`src/rtl/arith_pkg.sv`:
```
`default_nettype none
// ---------------------------------------------------------------------------
// arith_pkg: shared chunk width, FSM state type and sizing helper.  Rev 1.0
// ---------------------------------------------------------------------------
package arith_pkg;

  localparam int CHUNK_W = 4;

  typedef enum logic [1:0] {
    ST_IDLE = 2'd0,
    ST_RUN  = 2'd1,
    ST_DONE = 2'd2
  } state_t;

  function automatic int num_chunks(input int width);
    return width / CHUNK_W;
  endfunction

endpackage
`default_nettype wire

```
`src/rtl/bk4_sub_slice.sv`:
```
`default_nettype none
// ---------------------------------------------------------------------------
// bk4_sub_slice: combinational 4-bit Brent-Kung prefix adder slice.  Rev 1.0
// ---------------------------------------------------------------------------
module bk4_sub_slice (
  input  logic [3:0] i_a,
  input  logic [3:0] i_b,
  input  logic       i_cin,
  output logic [3:0] o_sum,
  output logic       o_cout,
  output logic       o_c3_in
);
  logic [3:0] w_g;
  logic [3:0] w_p;
  logic       w_g10, w_p10, w_g32, w_p32, w_g30, w_p30;
  logic [3:0] w_c;

  assign w_g = i_a & i_b;
  assign w_p = i_a ^ i_b;

  // Black cells: pairwise (1:0), (3:2), then (3:0) up the tree.
  assign w_g10 = w_g[1] | (w_p[1] & w_g[0]);
  assign w_p10 = w_p[1] & w_p[0];
  assign w_g32 = w_g[3] | (w_p[3] & w_g[2]);
  assign w_p32 = w_p[3] & w_p[2];
  assign w_g30 = w_g32 | (w_p32 & w_g10);
  assign w_p30 = w_p32 & w_p10;

  assign w_c[0] = i_cin;
  assign w_c[1] = w_g[0] | (w_p[0] & i_cin);
  assign w_c[2] = w_g10  | (w_p10  & i_cin);
  assign w_c[3] = w_g[2] | (w_p[2] & w_c[2]);

  assign o_sum   = w_p ^ w_c;
  assign o_cout  = w_g30 | (w_p30 & i_cin);
  assign o_c3_in = w_c[3];
endmodule
`default_nettype wire

```
`src/rtl/seq_prefix_subtractor.sv`:
```
`default_nettype none
// ---------------------------------------------------------------------------
// seq_prefix_subtractor: multi-cycle a - b - bin, one 4-bit chunk per cycle.  Rev 1.0
// ---------------------------------------------------------------------------
module seq_prefix_subtractor
  import arith_pkg::*;
#(
  parameter int WIDTH = 16
) (
  input  logic             clk,
  input  logic             rst_n,
  input  logic             in_valid,
  output logic             in_ready,
  input  logic [WIDTH-1:0] in_a,
  input  logic [WIDTH-1:0] in_b,
  input  logic             in_bin,
  output logic             out_valid,
  input  logic             out_ready,
  output logic [WIDTH-1:0] out_diff,
  output logic             out_bout,
  output logic             out_ovf,
  output logic             out_zero
);
  localparam int c_num_chunks = num_chunks(WIDTH);
  localparam int c_cnt_w      = (c_num_chunks > 1) ? $clog2(c_num_chunks) : 1;
  localparam logic [c_cnt_w-1:0] c_last = c_cnt_w'(c_num_chunks - 1);

  generate
    if ((WIDTH % CHUNK_W) != 0 || WIDTH < 8) begin : g_bad_width
      $error("seq_prefix_subtractor: WIDTH must be a multiple of 4 and at least 8");
    end
  endgenerate

  state_t                   r_state;
  logic [c_cnt_w-1:0]       r_cnt;
  logic                     r_carry;
  logic [WIDTH-1:0]         r_a;
  logic [WIDTH-1:0]         r_nb;
  logic [WIDTH-CHUNK_W-1:0] r_work;

  logic [CHUNK_W-1:0] w_a_chunk;
  logic [CHUNK_W-1:0] w_b_chunk;
  logic [CHUNK_W-1:0] w_sum;
  logic               w_cout;
  logic               w_c3_in;
  logic [WIDTH-1:0]   w_next;

  assign w_a_chunk = r_a [int'(r_cnt) * CHUNK_W +: CHUNK_W];
  assign w_b_chunk = r_nb[int'(r_cnt) * CHUNK_W +: CHUNK_W];

  bk4_sub_slice u_slice (
    .i_a     (w_a_chunk),
    .i_b     (w_b_chunk),
    .i_cin   (r_carry),
    .o_sum   (w_sum),
    .o_cout  (w_cout),
    .o_c3_in (w_c3_in)
  );

  // Finished chunks shift down from the top; after the last chunk the low
  // WIDTH-4 bits hold chunks 0..N-2 in order and w_sum supplies the top.
  assign w_next = {w_sum, r_work};

  always_ff @(posedge clk or negedge rst_n) begin
    if (!rst_n) begin
      r_state   <= ST_IDLE;
      r_cnt     <= '0;
      r_carry   <= 1'b0;
      r_a       <= '0;
      r_nb      <= '0;
      r_work    <= '0;
      in_ready  <= 1'b1;
      out_valid <= 1'b0;
      out_diff  <= '0;
      out_bout  <= 1'b0;
      out_ovf   <= 1'b0;
      out_zero  <= 1'b0;
    end else begin
      case (r_state)
        ST_IDLE: begin
          if (in_valid) begin
            r_a      <= in_a;
            r_nb     <= ~in_b;
            r_carry  <= ~in_bin;
            r_cnt    <= '0;
            r_state  <= ST_RUN;
            in_ready <= 1'b0;
          end
        end
        ST_RUN: begin
          r_carry <= w_cout;
          r_work  <= w_next[WIDTH-1:CHUNK_W];
          r_cnt   <= r_cnt + 1'b1;
          if (r_cnt == c_last) begin
            r_state   <= ST_DONE;
            out_valid <= 1'b1;
            out_diff  <= w_next;
            out_bout  <= ~w_cout;
            out_ovf   <= w_c3_in ^ w_cout;
            out_zero  <= (w_next == '0);
          end
        end
        ST_DONE: begin
          if (out_ready) begin
            r_state   <= ST_IDLE;
            out_valid <= 1'b0;
            in_ready  <= 1'b1;
          end
        end
        default: r_state <= ST_IDLE;
      endcase
    end
  end
endmodule
`default_nettype wire

```
`config.mk`:
```
export PLATFORM = sky130hd
export DESIGN_NAME = seq_prefix_subtractor
export DESIGN_NICKNAME = d
export VERILOG_FILES = /design/src/rtl/arith_pkg.sv /design/src/rtl/bk4_sub_slice.sv /design/src/rtl/seq_prefix_subtractor.sv
export SDC_FILE = /design/constraint.sdc
export NUM_CORES = 1
export LEC_CHECK = 0
export ABC_AREA = 0
export ABC_CLOCK_PERIOD_IN_PS = 3900
export CELL_PAD_IN_SITES_DETAIL_PLACEMENT = 0
export CELL_PAD_IN_SITES_GLOBAL_PLACEMENT = 1
export CORE_UTILIZATION = 40
export CTS_CLUSTER_SIZE = 8
export DETAILED_ROUTE_END_ITERATION = 7
export GPL_TIMING_DRIVEN = 0
export PLACE_DENSITY_LB_ADDON = 0.12
export SETUP_SLACK_MARGIN = 0.5
export SYNTH_ARGS = -nofsm -noshare
export SYNTH_HDL_FRONTEND = slang
export SYNTH_SLANG_ARGS = --single-unit
```
`constraint.sdc`:
```
create_clock -name clk -period 3.9 [get_ports clk]
set_input_delay 1.17 -clock clk [delete_from_list [all_inputs] [get_ports clk]]
set_output_delay 1.17 -clock clk [all_outputs]
set_load 0.01 [all_outputs]
```
== Yosys cells after proc, flatten, opt, wreduce, memory -nomap -nowiden ==
Index checks and enable logic that the tools add are counted.
Word-level totals
  output and inout port bits: 21
  logic and storage cells: 70
  bits in registers: 70
Cells by class
  mux-type cells: 14
  bitwise logic cells: 24
  equality and inequality tests: 6
  shift-type cells: 2
  add/sub/neg operators: 1
  reduce and logical (&&, ||, !) cells: 11
Operators with widths (count)
  $shiftx 16x5->4: 2
  $logic_not 16->1: 1
  $not 16->16: 1
  $and 1x1->1: 10
  $reduce_and 3->1: 3
  $mux 2: 4
  $xor 4x4->4: 2
  $or 1x1->1: 7
  $ne 2x2->1 const B: 3
  $pmux 1 s2: 3
  $pmux 2 s3: 1
  $reduce_and 2->1: 3
  $reduce_bool 2->1: 3
  $mux 1: 5
  $and 4x4->4: 1
  $eq 2x2->1 const B: 2
  $pmux 2 s2: 1
  $add 2x1->2 const B: 1
  $eq 2x1->1 const B: 1
  $logic_not 2->1: 1
  $not 1->1: 2
  $xor 1x1->1: 1

== Longest topological paths before layout ==
  word-level depth: 9
  gate-level depth with buffers: 10
  depth with buffers taken out: 9

== Modules after synthesis ==
Synthesis repeated with hierarchy kept, for this count alone.
Unflattened totals
  cells, all modules: 257
  area total of the unflattened synthesis: 3075.4 sq um
By module, submodules not included
  seq_prefix_subtractor: instances 1, area each 2907.8 sq um, seq. area each 1752.9 sq um, cells each 236
  bk4_sub_slice: instances 1, area each 167.7 sq um, seq. area each 0.0 sq um, cells each 21

== Worst setup path before layout ==
Ideal clock, no wire load.
  path kind: reg2reg
  start: register r_cnt[0]
  end: register out_zero
  data arrival time: 2.941 ns
  cell stages (with the launch flop): 11
  library setup time: 0.076 ns
  clock period less this slack: 3.017 ns
  required time: 3.824 ns
  setup slack: 0.883 ns
  cells stage by stage: dfrtp_1 > buf_2 > mux4_2 > ha_1 > a21oi_1 > o21bai_1 > fa_1 > nor4b_1 > nand4_1 > or4_1 > o21ai_1
RTL lines
  from (decl): line seq_prefix_subtractor.sv:35  | logic [c_cnt_w-1:0] r_cnt;
  from (signal assigned): line seq_prefix_subtractor.sv:93  | r_cnt <= r_cnt + 1'b1;
  $shiftx 16x5->4, on equally long branches: line seq_prefix_subtractor.sv:48, seq_prefix_subtractor.sv:49
  $xor 4x4->4 or $and 4x4->4 (tied branches): line bk4_sub_slice.sv:19, bk4_sub_slice.sv:18
  $and 1x1->1, on equally long branches: line bk4_sub_slice.sv:22, bk4_sub_slice.sv:23
  $or 1x1->1 or $and 1x1->1 (tied branches): line bk4_sub_slice.sv:22, bk4_sub_slice.sv:31
  $or 1x1->1: line bk4_sub_slice.sv:31  | assign w_c[2] = w_g10 | (w_p10 & i_cin);
  $xor 4x4->4 *: line bk4_sub_slice.sv:34  | assign o_sum = w_p ^ w_c;
  net u_slice.o_sum[2]: line bk4_sub_slice.sv:9  | output logic [3:0] o_sum,
  $logic_not 16->1 *: line seq_prefix_subtractor.sv:100  | out_zero <= (w_next == '0);
  to (signal assigned): line seq_prefix_subtractor.sv:100
  to (decl): line seq_prefix_subtractor.sv:22  | output logic out_zero
Mark *: on every way through the listed nets, which the timed path passes. The rest lies on a longest branch.
A chain may end at the register's enable or synchronous reset.

== Final worst setup path ==
Ends and elaborated chain as after synthesis.

==> summary.txt <==
Outcome
  • Outcome: finished clean

Pwr
  • Clock power share: 0.150
  • Power per cell area: 871 nW/µm²
  • Sequential group share of total power: 0.369
  • Total power: 3.42 mW
  • Internal: 2.10 mW
  • Psw: 1.32 mW
  • Static leakage: 1.82 nW
  • Logic pwr share: 0.482
  • Maximum VDD drop: 349 µV
  • Sw frac: 0.387

Clocking
  • Reg clk slew, reported paths: 0.07 ns
  • CTS max path bufs: 2
  • H-tree depth: 3
  • Root Driver: clkbuf_8
  • Num CTS Buffers: 9
  • Worst skew pair latency: 0.34 ns
  • CTS Sinks: 70
  • CTS tree: built

Detailed routing
  • Final ANT Viol Nets: 0
  • Via-per-instance ratio: 4.78
  • DRT Wirelength: 6000 µm
  • Vias: 2171
  • # DRC: 0
  • Routed WL per cell: 13.2 µm
  • Initial DRC Count: 80
  • First-pass detailed-route iteration total: 6

Floorplanning
  • Io pins: 58
  • Initial core utilization: 0.415
  • Total die area: 7880 µm²
  • Core Area: 7250 µm²
  • Die Ht: 88.8 µm
  • Chip Width: 88.8 µm
  • Rows: 31

Synth
  • Yosys warnings: 0
  • Seq/Total Area, Yosys: 0.582
  • Synthesized netlist cell count: 281
  • Predominant post-synthesis flop cell: dfrtp_1
  • Post-synth EDFFs: 0
  • Syn Nets: 325
  • Syn Area/Cell: 10.7 µm²
  • Share of flip-flops with an asynchronous set or reset: 1.00
  • Synthesized area: 3010 µm²
  • Unique masters post-synth: 34
  • Yosys reg bits: 70

Timing
  • Clock Skew: 0.00840 ns
  • Setup TNS: 0 ns
  • Max-slew headroom: 0.589
  • FMAX: 312 MHz
  • Final slew viol count: 0
  • RSZ-0062 raised after global routing: false
  • Tmin final: 3.21 ns
  • Part of the cycle the worst path needs: 0.822
  • Worst-margin pin slew: 0.614 ns
  • Final Hold Fails: 0
  • Final setup viols: 0

Placement
  • HPWL after DPL: 4290 µm
  • Gp weighted congestion: 0.737
  • PortBufs: 57

Layout
  • Area Growth Syn to Fin: 30.4%
  • Most frequent cells in the layout: nand2_1 (104), dfrtp_1 (69), clkdlybuf4s50_1 (56)
  • Diode count: 0
  • Commonest non-fill, non-tap cell in the layout: nand2_1
  • Layout cells sized above 1: 0.121
  • Post-layout util: 0.541
  • Fin nets: 394

Setup path
  • Worst setup EP type: flip-flop
  • Critical path class: reg -> reg
  • Worst Path Max Fanout: 10
  • Worst Path Arrival: 3.47 ns
  • CP startpoint kind: flip-flop
  • Worst EP required: 4.16 ns

GRT
  • Largest net degree at the start of global routing: 71
  • Total GRT Usage: 0.176
  • First-pass GRT wire length: 10300 µm
  • Vias in the first global route: 2167
  • Initial antenna violation count: 0
  • Grt ovf: 0

Flow run
  • Max cap viols: 0

Min path
  • HP Class: reg -> reg
-- per-stage QoR --
stage,hold slack [ns],cells,area (µm²),setup WS (ns)
3_5_place_dp,0.460,438,3730,0.479
5_1_grt,0.496,454,3930,0.501
2_1_floorplan,0.440,281,3010,0.883
4_1_cts,0.481,454,3910,0.561
3_3_place_gp,0.455,437,3700,-0.815
6_report,0.475,454,3930,0.694
-- state kept, by name (all words and copies together), names as in the netlist --
register / flops
r_carry: 1
r_work: 12
in_ready: 1
r_a: 16
out_valid: 1
out_diff: 16
out_bout: 1
out_zero: 1
r_state: 2
r_cnt: 2
r_nb: 16
out_ovf: 1
-- kinds of logic (layout without fill, tap and decap cells) --
logic type,Yosys count,in the layout,synth area share
AO/OA/AOI/OAI,39,39,0.0702
XOR/XNOR,2,2,0.00582
adder cells (fa/ha/maj),7,7,0.0341
buffers and inverters,20,94,0.0320
flip-flops,70,70,0.582
multiplexers,21,21,0.108
AND/OR/NAND/NOR,122,122,0.167
-- final cells by class --
type,count,area [µm²]
fillers,708,3330
flip-flops and latches,70,1750
multi-input cells,191,1170
repair buffers,58,596
clock buffers,10,138
well taps,99,124
plain buffers,14,81.3
clock inverters,6,37.5
inverters,6,22.5
-- per-layer routing --
metal  share of wire  wire, µm  track usage
met1            0.48      2890        0.243
met5               0         0            0
met4           0.017        99       0.0748
met3           0.027       162       0.0280
met2            0.47      2850        0.278
-- power groups by stage --
stage	registers (mW)	clock network, mW	logic (mW)
2_1_floorplan	1.26	0	1.04
3_3_place_gp	1.27	0	1.59
3_5_place_dp	1.28	0	1.62
4_1_cts	1.27	0.534	1.63
5_1_grt	1.31	0.561	1.86
6_report	1.26	0.512	1.65
-- Yosys cell counts, types with 2 or more instances --
library cell	instances	area, µm²
dfrtp_1	69	1730
buf_2	2	10.0
mux2_2	8	90.1
nand2_1	104	390
or4_1	2	15.0
inv_1	6	22.5
nor2_1	4	15.0
o21ai_1	3	15.0
fa_1	2	40.0
nand2b_1	2	12.5
mux4_2	8	180
clkbuf_1	10	37.5
mux2_1	5	56.3
ha_1	5	62.6
o21ai_0	25	125
nand3_1	3	15.0
a21oi_1	6	30.0
-- timing repair --
| item | 4_1_cts | 5_1_grt |
|---|---|---|
| gates resized for setup | 2 | 3 |
| setup endpoints to repair | 1 | 1 |
| cloned | 0 | 0 |
| buffers inserted | 0 | 0 |
| hold buffers | 0 | 0 |
-- worst max-delay path: stages, from the launching register on --
cell      delay, ns
dfrtp_1        0.38
buf_6          0.19
mux4_2         0.54
ha_1           0.31
a21oi_1        0.17
o21bai_1       0.10
fa_1           0.52
nor4b_2        0.26
nand4_1        0.11
or4_1          0.43
o21ai_1        0.12
-- worst paths after layout --
| path | from | to | cells past startpoint | slack [ns] |
|---|---|---|---|---|
| setup / recovery | r_cnt[0] | out_zero | 10 | 0.69 |
| hold / removal | r_a[3] | r_a[3] | 2 | 0.47 |
| setup reg to reg | r_cnt[0] | out_zero | 10 | 0.69 |
| hold reg to reg | r_a[3] | r_a[3] | 2 | 0.47 |
| max in group asynchronous | rst_n | in_ready | 2 | 2.76 |
| min in group asynchronous | rst_n | out_diff[15] | 2 | 0.84 |
(Power assumes the default switching activity.)
